**src/rtl/fmult_seq_pkg.sv**
```systemverilog
// Shared constants, float-field layout and FSM encoding for the G.726 FMULT sequencer.
package fmult_seq_pkg;

   localparam int NTERMS = 8;
   localparam int NZERO  = 6;

   localparam int COEF_W = 16;
   localparam int DATA_W = 11;

   localparam int FLT_SIGN     = 10;
   localparam int FLT_EXP_MSB  = 9;
   localparam int FLT_EXP_LSB  = 6;
   localparam int FLT_MANT_MSB = 5;
   localparam int FLT_MANT_LSB = 0;

   localparam logic [15:0] MANT_RND    = 16'd48;
   localparam logic [4:0]  EXP_BIAS    = 5'd26;
   localparam logic [15:0] AN_MAG_MASK = 16'h1FFF;
   localparam logic [31:0] W_MAG_MASK  = 32'h0000_7FFF;
   localparam logic [5:0]  MANT_ZERO   = 6'd32;

   typedef enum logic [1:0] {
      IDLE  = 2'd0,
      ISSUE = 2'd1,
      DONE  = 2'd2
   } state_t;

endpackage

```
**src/rtl/fmult_seq_core.sv**
```systemverilog
// Combinational G.726 FMULT: (An, SRn) -> W, exposed as an exponent/mantissa half and a
// scaling half so the sequencer can optionally register the boundary between them.
module fmult_core
   import fmult_seq_pkg::*;
(
   input  logic signed [COEF_W-1:0] an,
   input  logic        [DATA_W-1:0] srn,
   output logic                     prod_s,
   output logic        [4:0]        prod_exp,
   output logic        [7:0]        prod_mant,
   input  logic                     scale_s,
   input  logic        [4:0]        scale_exp,
   input  logic        [7:0]        scale_mant,
   output logic signed [15:0]       w
);

   logic        an_s;
   logic        sr_s;
   logic [15:0] an_abs;
   logic [12:0] an_mag;
   logic [3:0]  an_exp;
   logic [3:0]  sr_exp;
   logic [5:0]  an_mant;
   logic [5:0]  sr_mant;
   logic [11:0] prod;
   logic [14:0] mant_al;
   logic [31:0] scaled;
   logic [14:0] w_mag;

   // Stage 1: coefficient to float, then product sign/exponent/mantissa.
   always_comb begin
      an_s   = an[COEF_W-1];
      an_abs = an_s ? 16'(-an) : 16'(an);
      an_mag = 13'((an_abs >> 2) & AN_MAG_MASK);
      an_exp = '0;
      for (int i = 0; i < 13; i++) begin
         if (an_mag[i]) an_exp = 4'(i + 1);
      end
      an_mant   = (an_mag == '0) ? MANT_ZERO : 6'({an_mag, 6'b0} >> an_exp);
      sr_s      = srn[FLT_SIGN];
      sr_exp    = srn[FLT_EXP_MSB:FLT_EXP_LSB];
      sr_mant   = srn[FLT_MANT_MSB:FLT_MANT_LSB];
      prod_s    = sr_s ^ an_s;
      prod_exp  = {1'b0, sr_exp} + {1'b0, an_exp};
      prod      = 12'(sr_mant) * 12'(an_mant);
      prod_mant = 8'((16'(prod) + MANT_RND) >> 4);
   end

   // Stage 2: align the mantissa by the product exponent and apply the sign.
   always_comb begin
      mant_al = {scale_mant, 7'b0};
      if (scale_exp > EXP_BIAS) scaled = 32'(mant_al) << (scale_exp - EXP_BIAS);
      else                      scaled = 32'(mant_al) >> (EXP_BIAS - scale_exp);
      w_mag = 15'(scaled & W_MAG_MASK);
      w     = scale_s ? -$signed({1'b0, w_mag}) : $signed({1'b0, w_mag});
   end

endmodule

```
**src/rtl/fmult_seq.sv**
```systemverilog
// Eight-term FMULT sequencer feeding the ADPCM accumulator over valid/ready.
// Define FMULT_PIPE_EN to register the FMULT exponent/mantissa (compute cycle + present cycle per term).
module fmult_seq
   import fmult_seq_pkg::*;
(
   input  logic                     clk,
   input  logic                     reset,
   input  logic                     start,
   input  logic signed [COEF_W-1:0] b1,
   input  logic signed [COEF_W-1:0] b2,
   input  logic signed [COEF_W-1:0] b3,
   input  logic signed [COEF_W-1:0] b4,
   input  logic signed [COEF_W-1:0] b5,
   input  logic signed [COEF_W-1:0] b6,
   input  logic        [DATA_W-1:0] dq1,
   input  logic        [DATA_W-1:0] dq2,
   input  logic        [DATA_W-1:0] dq3,
   input  logic        [DATA_W-1:0] dq4,
   input  logic        [DATA_W-1:0] dq5,
   input  logic        [DATA_W-1:0] dq6,
   input  logic signed [COEF_W-1:0] a1,
   input  logic signed [COEF_W-1:0] a2,
   input  logic        [DATA_W-1:0] sr1,
   input  logic        [DATA_W-1:0] sr2,
   output logic signed [15:0]       W,
   output logic                     W_valid,
   input  logic                     W_ready,
   output logic                     sez_last,
   output logic                     last,
   output logic                     busy,
   output logic                     done,
   input  logic                     scan_in0,
   input  logic                     scan_in1,
   input  logic                     scan_in2,
   input  logic                     scan_in3,
   input  logic                     scan_in4,
   input  logic                     scan_enable,
   input  logic                     test_mode,
   output logic                     scan_out0,
   output logic                     scan_out1,
   output logic                     scan_out2,
   output logic                     scan_out3,
   output logic                     scan_out4
);

   typedef logic [$clog2(NTERMS)-1:0] idx_t;

   state_t state;
   state_t state_nxt;
   idx_t   idx;
   idx_t   idx_nxt;
   idx_t   sel;
   idx_t   load_idx;
   idx_t   out_idx;
   logic   xfer;
   logic   capture;
   logic   load_term;
   logic   out_load;

   logic signed [COEF_W-1:0] snap_a  [NTERMS];
   logic        [DATA_W-1:0] snap_sr [NTERMS];
   logic signed [COEF_W-1:0] mux_a;
   logic        [DATA_W-1:0] mux_sr;

   logic              prod_s;
   logic [4:0]        prod_exp;
   logic [7:0]        prod_mant;
   logic              scale_s;
   logic [4:0]        scale_exp;
   logic [7:0]        scale_mant;
   logic signed [15:0] w_core;
   logic              dft_unused;

   assign dft_unused = ^{scan_in0, scan_in1, scan_in2, scan_in3, scan_in4, scan_enable, test_mode};
   assign scan_out0  = 1'b0;
   assign scan_out1  = 1'b0;
   assign scan_out2  = 1'b0;
   assign scan_out3  = 1'b0;
   assign scan_out4  = 1'b0;

   assign busy = (state == ISSUE);
   assign done = (state == DONE);

   always_ff @(posedge clk or negedge reset) begin
      if (!reset) begin
         state <= IDLE;
         idx   <= '0;
      end else begin
         state <= state_nxt;
         idx   <= idx_nxt;
      end
   end

   always_comb begin
      state_nxt = state;
      idx_nxt   = idx;
      xfer      = W_valid & W_ready;
      capture   = 1'b0;
      load_term = 1'b0;
      case (state)
         IDLE: begin
            if (start) begin
               state_nxt = ISSUE;
               idx_nxt   = '0;
               capture   = 1'b1;
               load_term = 1'b1;
            end
         end
         ISSUE: begin
            if (xfer) begin
               if (idx == idx_t'(NTERMS - 1)) begin
                  state_nxt = DONE;
               end else begin
                  idx_nxt   = idx + idx_t'(1);
                  load_term = 1'b1;
               end
            end
         end
         DONE:    state_nxt = IDLE;
         default: state_nxt = IDLE;
      endcase
   end

   always_ff @(posedge clk) begin
      if (capture) begin
         snap_a  <= '{b1, b2, b3, b4, b5, b6, a1, a2};
         snap_sr <= '{dq1, dq2, dq3, dq4, dq5, dq6, sr1, sr2};
      end
   end

   // Term 0 is computed from the live ports in the start cycle, later terms from the snapshot.
   always_comb begin
      sel = idx + idx_t'(1);
      if (capture) begin
         mux_a    = b1;
         mux_sr   = dq1;
         load_idx = '0;
      end else begin
         mux_a    = snap_a[sel];
         mux_sr   = snap_sr[sel];
         load_idx = sel;
      end
   end

   fmult_core u_core (
      .an         (mux_a),
      .srn        (mux_sr),
      .prod_s     (prod_s),
      .prod_exp   (prod_exp),
      .prod_mant  (prod_mant),
      .scale_s    (scale_s),
      .scale_exp  (scale_exp),
      .scale_mant (scale_mant),
      .w          (w_core)
   );

`ifdef FMULT_PIPE_EN
   logic       prod_s_p1;
   logic [4:0] prod_exp_p1;
   logic [7:0] prod_mant_p1;
   logic       vld_p1;

   // p1: exponent/mantissa register; the following cycle is the compute cycle.
   always_ff @(posedge clk) begin
      if (load_term) begin
         prod_s_p1    <= prod_s;
         prod_exp_p1  <= prod_exp;
         prod_mant_p1 <= prod_mant;
      end
   end

   always_ff @(posedge clk or negedge reset) begin
      if (!reset) vld_p1 <= 1'b0;
      else        vld_p1 <= load_term;
   end

   assign scale_s    = prod_s_p1;
   assign scale_exp  = prod_exp_p1;
   assign scale_mant = prod_mant_p1;
   assign out_load   = vld_p1;
   assign out_idx    = idx;
`else
   assign scale_s    = prod_s;
   assign scale_exp  = prod_exp;
   assign scale_mant = prod_mant;
   assign out_load   = load_term;
   assign out_idx    = load_idx;
`endif

   // Output register: held until the accumulator takes it.
   always_ff @(posedge clk or negedge reset) begin
      if (!reset) begin
         W        <= '0;
         W_valid  <= 1'b0;
         sez_last <= 1'b0;
         last     <= 1'b0;
      end else if (out_load) begin
         W        <= w_core;
         W_valid  <= 1'b1;
         sez_last <= (out_idx == idx_t'(NZERO - 1));
         last     <= (out_idx == idx_t'(NTERMS - 1));
      end else if (xfer) begin
         W        <= '0;
         W_valid  <= 1'b0;
         sez_last <= 1'b0;
         last     <= 1'b0;
      end
   end

endmodule

```
**config.mk**
```make
export PLATFORM = sky130hd
export DESIGN_NAME = fmult_seq
export DESIGN_NICKNAME = d
export VERILOG_FILES = /design/src/rtl/fmult_seq_pkg.sv /design/src/rtl/fmult_seq_core.sv /design/src/rtl/fmult_seq.sv
export SDC_FILE = /design/constraint.sdc
export NUM_CORES = 1
export LEC_CHECK = 0
export ABC_CLOCK_PERIOD_IN_PS = 36400
export CAP_MARGIN = 20
export CORE_UTILIZATION = 57
export DETAILED_ROUTE_END_ITERATION = 7
export PLACE_DENSITY_LB_ADDON = 0.1
export SLEW_MARGIN = 20
export SYNTH_ARGS = -nofsm -noshare
export SYNTH_HDL_FRONTEND = slang
export SYNTH_SLANG_ARGS = --single-unit
```
**constraint.sdc**
```tcl
create_clock -name clk -period 36.4 [get_ports clk]
set_input_delay 10.92 -clock clk [delete_from_list [all_inputs] [get_ports clk]]
set_output_delay 10.92 -clock clk [all_outputs]
set_load 0.05 [all_outputs]
```
# ---- Word-level counts from Yosys, hierarchy flattened
# Index checks and enable logic that the tools add are counted.
# W data, S select, Z words.
dict set report word_totals {
  register_bits 240
  input_bits 227
  output_inout_bits 26
  elab_cells 98
}
dict set report op_classes {
  addsub 7
  multipliers 1
  magnitude_cmp 2
  eq_ne 9
  n_shift 3
  n_mux 45
  bitwise 3
  n_reduce_logical 6
}
# cell count
set ops {}
lappend ops {{$mux W16} 6}
lappend ops {{$bmux W16 S3} 1}
lappend ops {{$mux W4} 12}
lappend ops {{$bmux W11 S3} 1}
lappend ops {{$mux W11} 3}
lappend ops {{$mux W15} 2}
lappend ops {{$shr A19 B4 Y6} 1}
lappend ops {{$neg A15 Y16} 1}
lappend ops {{$neg A15 Y15} 1}
lappend ops {{$shl A15 B5 Y15} 1}
lappend ops {{$shr A15 B5 Y15} 1}
lappend ops {{$logic_not A13 Y1} 1}
lappend ops {{$add A12 B6 Y12 const B} 1}
lappend ops {{$mul A6 B6 Y12} 1}
lappend ops {{$mux W3} 4}
lappend ops {{$eq A3 B3 Y1 const B} 3}
lappend ops {{$mux W1} 9}
lappend ops {{$mux W2} 3}
lappend ops {{$mux W6} 1}
lappend ops {{$pmux W3 S2} 1}
lappend ops {{$add A4 B4 Y5} 1}
lappend ops {{$gt A5 B5 Y1 const B} 1}
lappend ops {{$sub A5 B5 Y5 const A} 1}
lappend ops {{$sub A5 B5 Y5 const B} 1}
lappend ops {{15 further kinds} 18}

# ---- Longest topological paths before layout
dict set report logic_depth {
  ltp_word 30
  depth_mapped 45
  mapped_depth_nobuf 40
}

# ---- Cells and area by module
# From an unflattened synthesis, not the netlist that was laid out.
dict set report hier_totals {
  cells_unflattened 1094
  area_unflattened_um2 13675.6
}
# mod instances cells_each area_per_inst_um2 seq_area_each_um2
set by_module_without_submodules {}
lappend by_module_without_submodules {fmult_seq 1 540 9750.6 7086.8}
lappend by_module_without_submodules {fmult_core 1 554 3925.0 0.0}

# ---- Least setup slack after synthesis
# Ideal clock, no wire load.
dict set report synth_timing {
  path_kind {input to register}
  start {input port start}
  end {register W[14]}
  setup_ns 0.083
  arrival_time_ns 23.599
  t_required_ns 36.317
  path_slack_ns 12.718
  cell_stages 26
  path_buffers 7
  cell_sequence {or3b_4 > buf_12 > inv_6 > buf_6 > buf_2 > buf_2 > buf_1 > clkbuf_1 > o21ai_0 > fa_1 > clkbuf_1 > inv_1 > ha_1 > a21oi_1 > xor2_1 > a21oi_1 > nand2_1 > o21ai_0 > a31o_2 > inv_1 > ha_1 > nand4_1 > nor4_1 > a41oi_1 > xor2_1 > o21ai_0}
}
dict set report synth_between {
  elab_chain_len 27
  elab_cells_between_ends 37
  classes_between {6 x add/sub; 1 x mul; 1 x order compare; 3 x shift; 23 x mux; 1 x bitwise; 2 x reduce/logical}
}
# element line_no
set synth_lines {}
lappend synth_lines {{start, declared} fmult_seq.sv:8} ;# input logic start,
lappend synth_lines {{$mux W1 (*)} fmult_seq.sv:102} ;# if (start) begin
lappend synth_lines {{$mux W1 (*)} fmult_seq.sv:100} ;# case (state)
lappend synth_lines {{named net capture} fmult_seq.sv:56} ;# logic capture;
lappend synth_lines {{$mux W16} fmult_seq.sv:134} ;# if (capture) begin
lappend synth_lines {{$neg A15 Y15} fmult_seq_core.sv:33} ;# an_abs = an_s ? 16'(-an) : 16'(an);
lappend synth_lines {{$mux W15} fmult_seq_core.sv:33}
lappend synth_lines {{$mux W1} fmult_seq_core.sv:37} ;# if (an_mag[i]) an_exp = 4'(i + 1);
lappend synth_lines {{$mux W4 (12 in series)} fmult_seq_core.sv:37}
lappend synth_lines {{$shr A19 B4 Y6} fmult_seq_core.sv:39} ;# an_mant = (an_mag == '0) ? MANT_ZERO : 6'({an_mag, 6'b0} >> an_exp);
lappend synth_lines {{$mux W6} fmult_seq_core.sv:39}
lappend synth_lines {{$mul A6 B6 Y12} fmult_seq_core.sv:45} ;# prod = 12'(sr_mant) * 12'(an_mant);
lappend synth_lines {{$add A12 B6 Y12} fmult_seq_core.sv:46} ;# prod_mant = 8'((16'(prod) + MANT_RND) >> 4);
lappend synth_lines {{$shr A15 B5 Y15 or $shl A15 B5 Y15 (tied branches)} {fmult_seq_core.sv:53, fmult_seq_core.sv:52}}
lappend synth_lines {{$mux W15} fmult_seq_core.sv:52} ;# if (scale_exp > EXP_BIAS) scaled = 32'(mant_al) << (scale_exp - EXP_BIAS);
lappend synth_lines {{$neg A15 Y16} fmult_seq_core.sv:55} ;# w = scale_s ? -$signed({1'b0, w_mag}) : $signed({1'b0, w_mag});
lappend synth_lines {{$mux W16 (*)} fmult_seq_core.sv:55}
lappend synth_lines {{$mux W16 (*)} fmult_seq.sv:197} ;# end else if (out_load) begin
lappend synth_lines {{end signal, assigned} fmult_seq.sv:198} ;# W <= w_core;
lappend synth_lines {{end, declared} fmult_seq.sv:25} ;# output logic signed [15:0] W,
# Mark *: on every way through the listed nets, which the timed path passes. The rest lies on a longest branch.
# A chain may end at the register's enable or synchronous reset.

# ---- Final worst setup path
dict set report layout_timing {
  start {input port start}
  end {register W[14]}
}
dict set report layout_between {
  elab_chain_len 27
  elab_cells_between_ends 37
  classes_between {6 x add/sub; 1 x mul; 1 x order compare; 3 x shift; 23 x mux; 1 x bitwise; 2 x reduce/logical}
}
# element line_no
set layout_lines {}
lappend layout_lines {{$mux W1 (*)} fmult_seq.sv:102}
lappend layout_lines {{$mux W1} fmult_seq.sv:100}
lappend layout_lines {{$mux W16} fmult_seq.sv:134}
lappend layout_lines {{$neg A15 Y15} fmult_seq_core.sv:33}
lappend layout_lines {{$mux W15} fmult_seq_core.sv:33}
lappend layout_lines {{$mux W1} fmult_seq_core.sv:37}
lappend layout_lines {{$mux W4 (12 in series)} fmult_seq_core.sv:37}
lappend layout_lines {{$shr A19 B4 Y6} fmult_seq_core.sv:39}
lappend layout_lines {{$mux W6} fmult_seq_core.sv:39}
lappend layout_lines {{$mul A6 B6 Y12} fmult_seq_core.sv:45}
lappend layout_lines {{$add A12 B6 Y12} fmult_seq_core.sv:46}
lappend layout_lines {{$shr A15 B5 Y15 or $shl A15 B5 Y15 (tied branches)} {fmult_seq_core.sv:53, fmult_seq_core.sv:52}}
lappend layout_lines {{$mux W15} fmult_seq_core.sv:52}
lappend layout_lines {{$neg A15 Y16} fmult_seq_core.sv:55}
lappend layout_lines {{$mux W16} fmult_seq_core.sv:55}
lappend layout_lines {{$mux W16} fmult_seq.sv:197}
# Mark *: on every way between the ends. The rest lies on a longest branch, timed or not.

==> results.toml <==
[sta]
tns_ps = 0
finalSetupViolations = 0
final_max_slew_viol_count = 0
fmax_ghz = 0.0457
clock-skew-final_ps = 10.3
period_needed_ps = 21900
tightest_slew_ps = 1120
max-slew-margin-rel_pct = 24.9
hold_viol = 0
period_share_pct = 60.2
rsz0062_at_grt = "false"

[yosys]
yosys.area.top_type = "edfxtp_1"
ys_ff_latch = 240
synth-seq-area-share_pct = 52.4
synth_edf_count = 216
synth_mux_area_share_pct = 11.9
synth_cells = 1004
synth_compound_area_share_pct = 14.0
synth_flop_cell = "edfxtp_1"
yosysMostFrequentCell = "edfxtp_1"
netlist_top_cells_count = "216 x edfxtp_1, 89 x nand2_1, 65 x nor2_1, 56 x o21ai_0, 40 x mux2i_1"
synth_xor_area_share_pct = 2.77
synth_top_family_by_area = "compound AO/OA/AOI/OAI gates"
synth_top_area_share_pct = 48.0
ys_types = 111
yosys-top-cells-area = "edfxtp_1 48%, mux4_2 6.5%, dfrtp_1 4.4%"
synth-simple-area-share_pct = 9.32
avgSynthCellArea_sq_um = 13.5
synth_warnings = 0
async_reset_ff_share_pct = 10.0
synthAdderAreaFrac_pct = 6.11
syn_area_sq_um = 13500

[drt]
drt_iter0_markers = 781
wire_per_inst_microns = 18.4
first_pass_iters = 5
via_count = 9079
vias_per_cell = 5.79
drc = 0
wl_microns = 28800
ant_nets = 0

[worst_setup_path]
path_class = "in2reg"
crit_arrival_ps = 22340
r2r-start = "idx[0]"
r2r_end = "W[14]"
worst-path-buf-inv = 4
worst_path_largest_cell_delay_ps = 650
worstSetupPathDepth = 33
start_kind = "input pin"
cp-startpoint = "start"
reg2reg_depth = 33
required_ps = 36840
cpLargestDelayFamily = "simple AND/OR/NAND/NOR gates"
critPathCapture = "W[14]"
r2r_slack_ps = 24410
crit_fanout = 124
crit_slowest_cell = "nand4_1"
worstSetupEndpointType = "register"

[cts]
clk-insertion-delay-late_ps = 530
h-tree-depth = 1
cts.sinks = 240
cts_resized = 0
tritoncts = "built"
cts.clk_slew.worst_paths_ps = 50
cts-buffers-inserted = 25
cts_setup_buffers = 0
cts_root_buffer = "clkbuf_16"
postCtsHoldBufs = 0
cts_max_path_buffers = 3

[layout]
seq_area_sq_um = 7090
fin_nets = 1515
area_delta_synth_final_pct = 24.4
fillCellCount = 1647
drive_gt1_share_pct = 13.1
antenna_cells = 0
multi_input_area_sq_um = 6000

[placed_design]
numPortBuffers = 240
dpl.hpwl_microns = 21000
gp_congestion = 0.878

[global_routing]
grt_max_degree = 125
grt_usage_pct = 24.3
grt_pass1_wl_microns = 46200
gr-total-overflow = 0
antenna_found_initial = 0
grt_pass1_vias = 8992

[die]
start_util_pct = 58.8
dieWidth_microns = 156
die_h_microns = 156
core.rowCount = 55
die_area_sq_um = 24300
design.core.area_sq_um = 23000
ios = 253

[min_path]
worstHoldPathCells = 2
hold_class = "reg2reg"

[run_status]
status = "completed"

[job]
max_cap_violations = 0
==> worst min-delay path: cells and delay by family, from the launching register on <==
family	cells	cell delay (ps)
AO/OA/AOI/OAI	1	50
flip-flops	1	340
AND/OR/NAND/NOR	1	40
==> worst min path at each step <==
stage / startpoint / to / slack, ps
2_1_floorplan: state[1] / state[0] / 450
3_3_place_gp: W[0] / W[0] / 460
3_5_place_dp: W[5] / W[5] / 470
4_1_cts: W[5] / W[5] / 480
5_1_grt: W[3] / W[3] / 500
6_report: W[5] / W[5] / 480
==> layout make-up <==
cell class | instances | area share [%]
sequential | 240 | 42.1
tap | 313 | 2.33
clock buffer | 33 | 3.90
inverter | 34 | 0.833
multi-input combinational | 687 | 35.7
timing repair buffer | 247 | 14.6
clock inverter | 13 | 0.565
==> kinds of logic after synthesis <==
group,after synthesis
buf+inv,81
compound gates,235
fa+ha+maj,55
simple gates,251
xor+xnor,41
mux,100
other cells,1
flops,240
==> routing by layer <==
layer  global-route usage (%)  vias to the layer above  wire length (microns)
met5                        0                        -                      0
met4                     6.02                        0                    540
met3                     4.22                       39                   1980
met2                     39.7                      339                  13700
met1                     33.9                     4351                  12600
li1                         -                     4350                      -
==> stage by stage <==
step,cells,hold WS [ps],cell area [sq um],util (%),worst slack (ps)
detailed placement,1521,471,16100,70.0,14040
finish,1567,477,16800,73.2,14500
global placement,1521,460,16100,69.9,14150
floorplan,1008,451,13500,-,12720
CTS,1567,484,16800,73.2,14570
global route,1567,498,16800,73.2,13640
==> cell usage in the layout (no fill, tap or decap), types with 13 or more instances in the layout <==
cell	n
a22oi_1	13
nand3_1	21
mux2i_1	40
dfrtp_1	23
nand2_1	89
ha_1	32
clkbuf_16	25
fa_1	19
xor2_1	17
inv_1	31
edfxtp_1	216
mux4_2	39
clkdlybuf4s50_1	239
a21oi_1	31
o21ai_0	56
xnor2_1	22
nor2_1	65
==> flip-flops by register name, summed over array words and instances (netlist names) <==
| register | count |
|---|---|
| W | 16 |
| snap_sr | 88 |
| last | 1 |
| sez_last | 1 |
| snap_a | 128 |
| idx | 3 |
| state | 2 |
| W_valid | 1 |
Power is left out: the tool's default activity adds up to more than one toggle a clock period on the data nets, which glitch-free logic cannot reach.
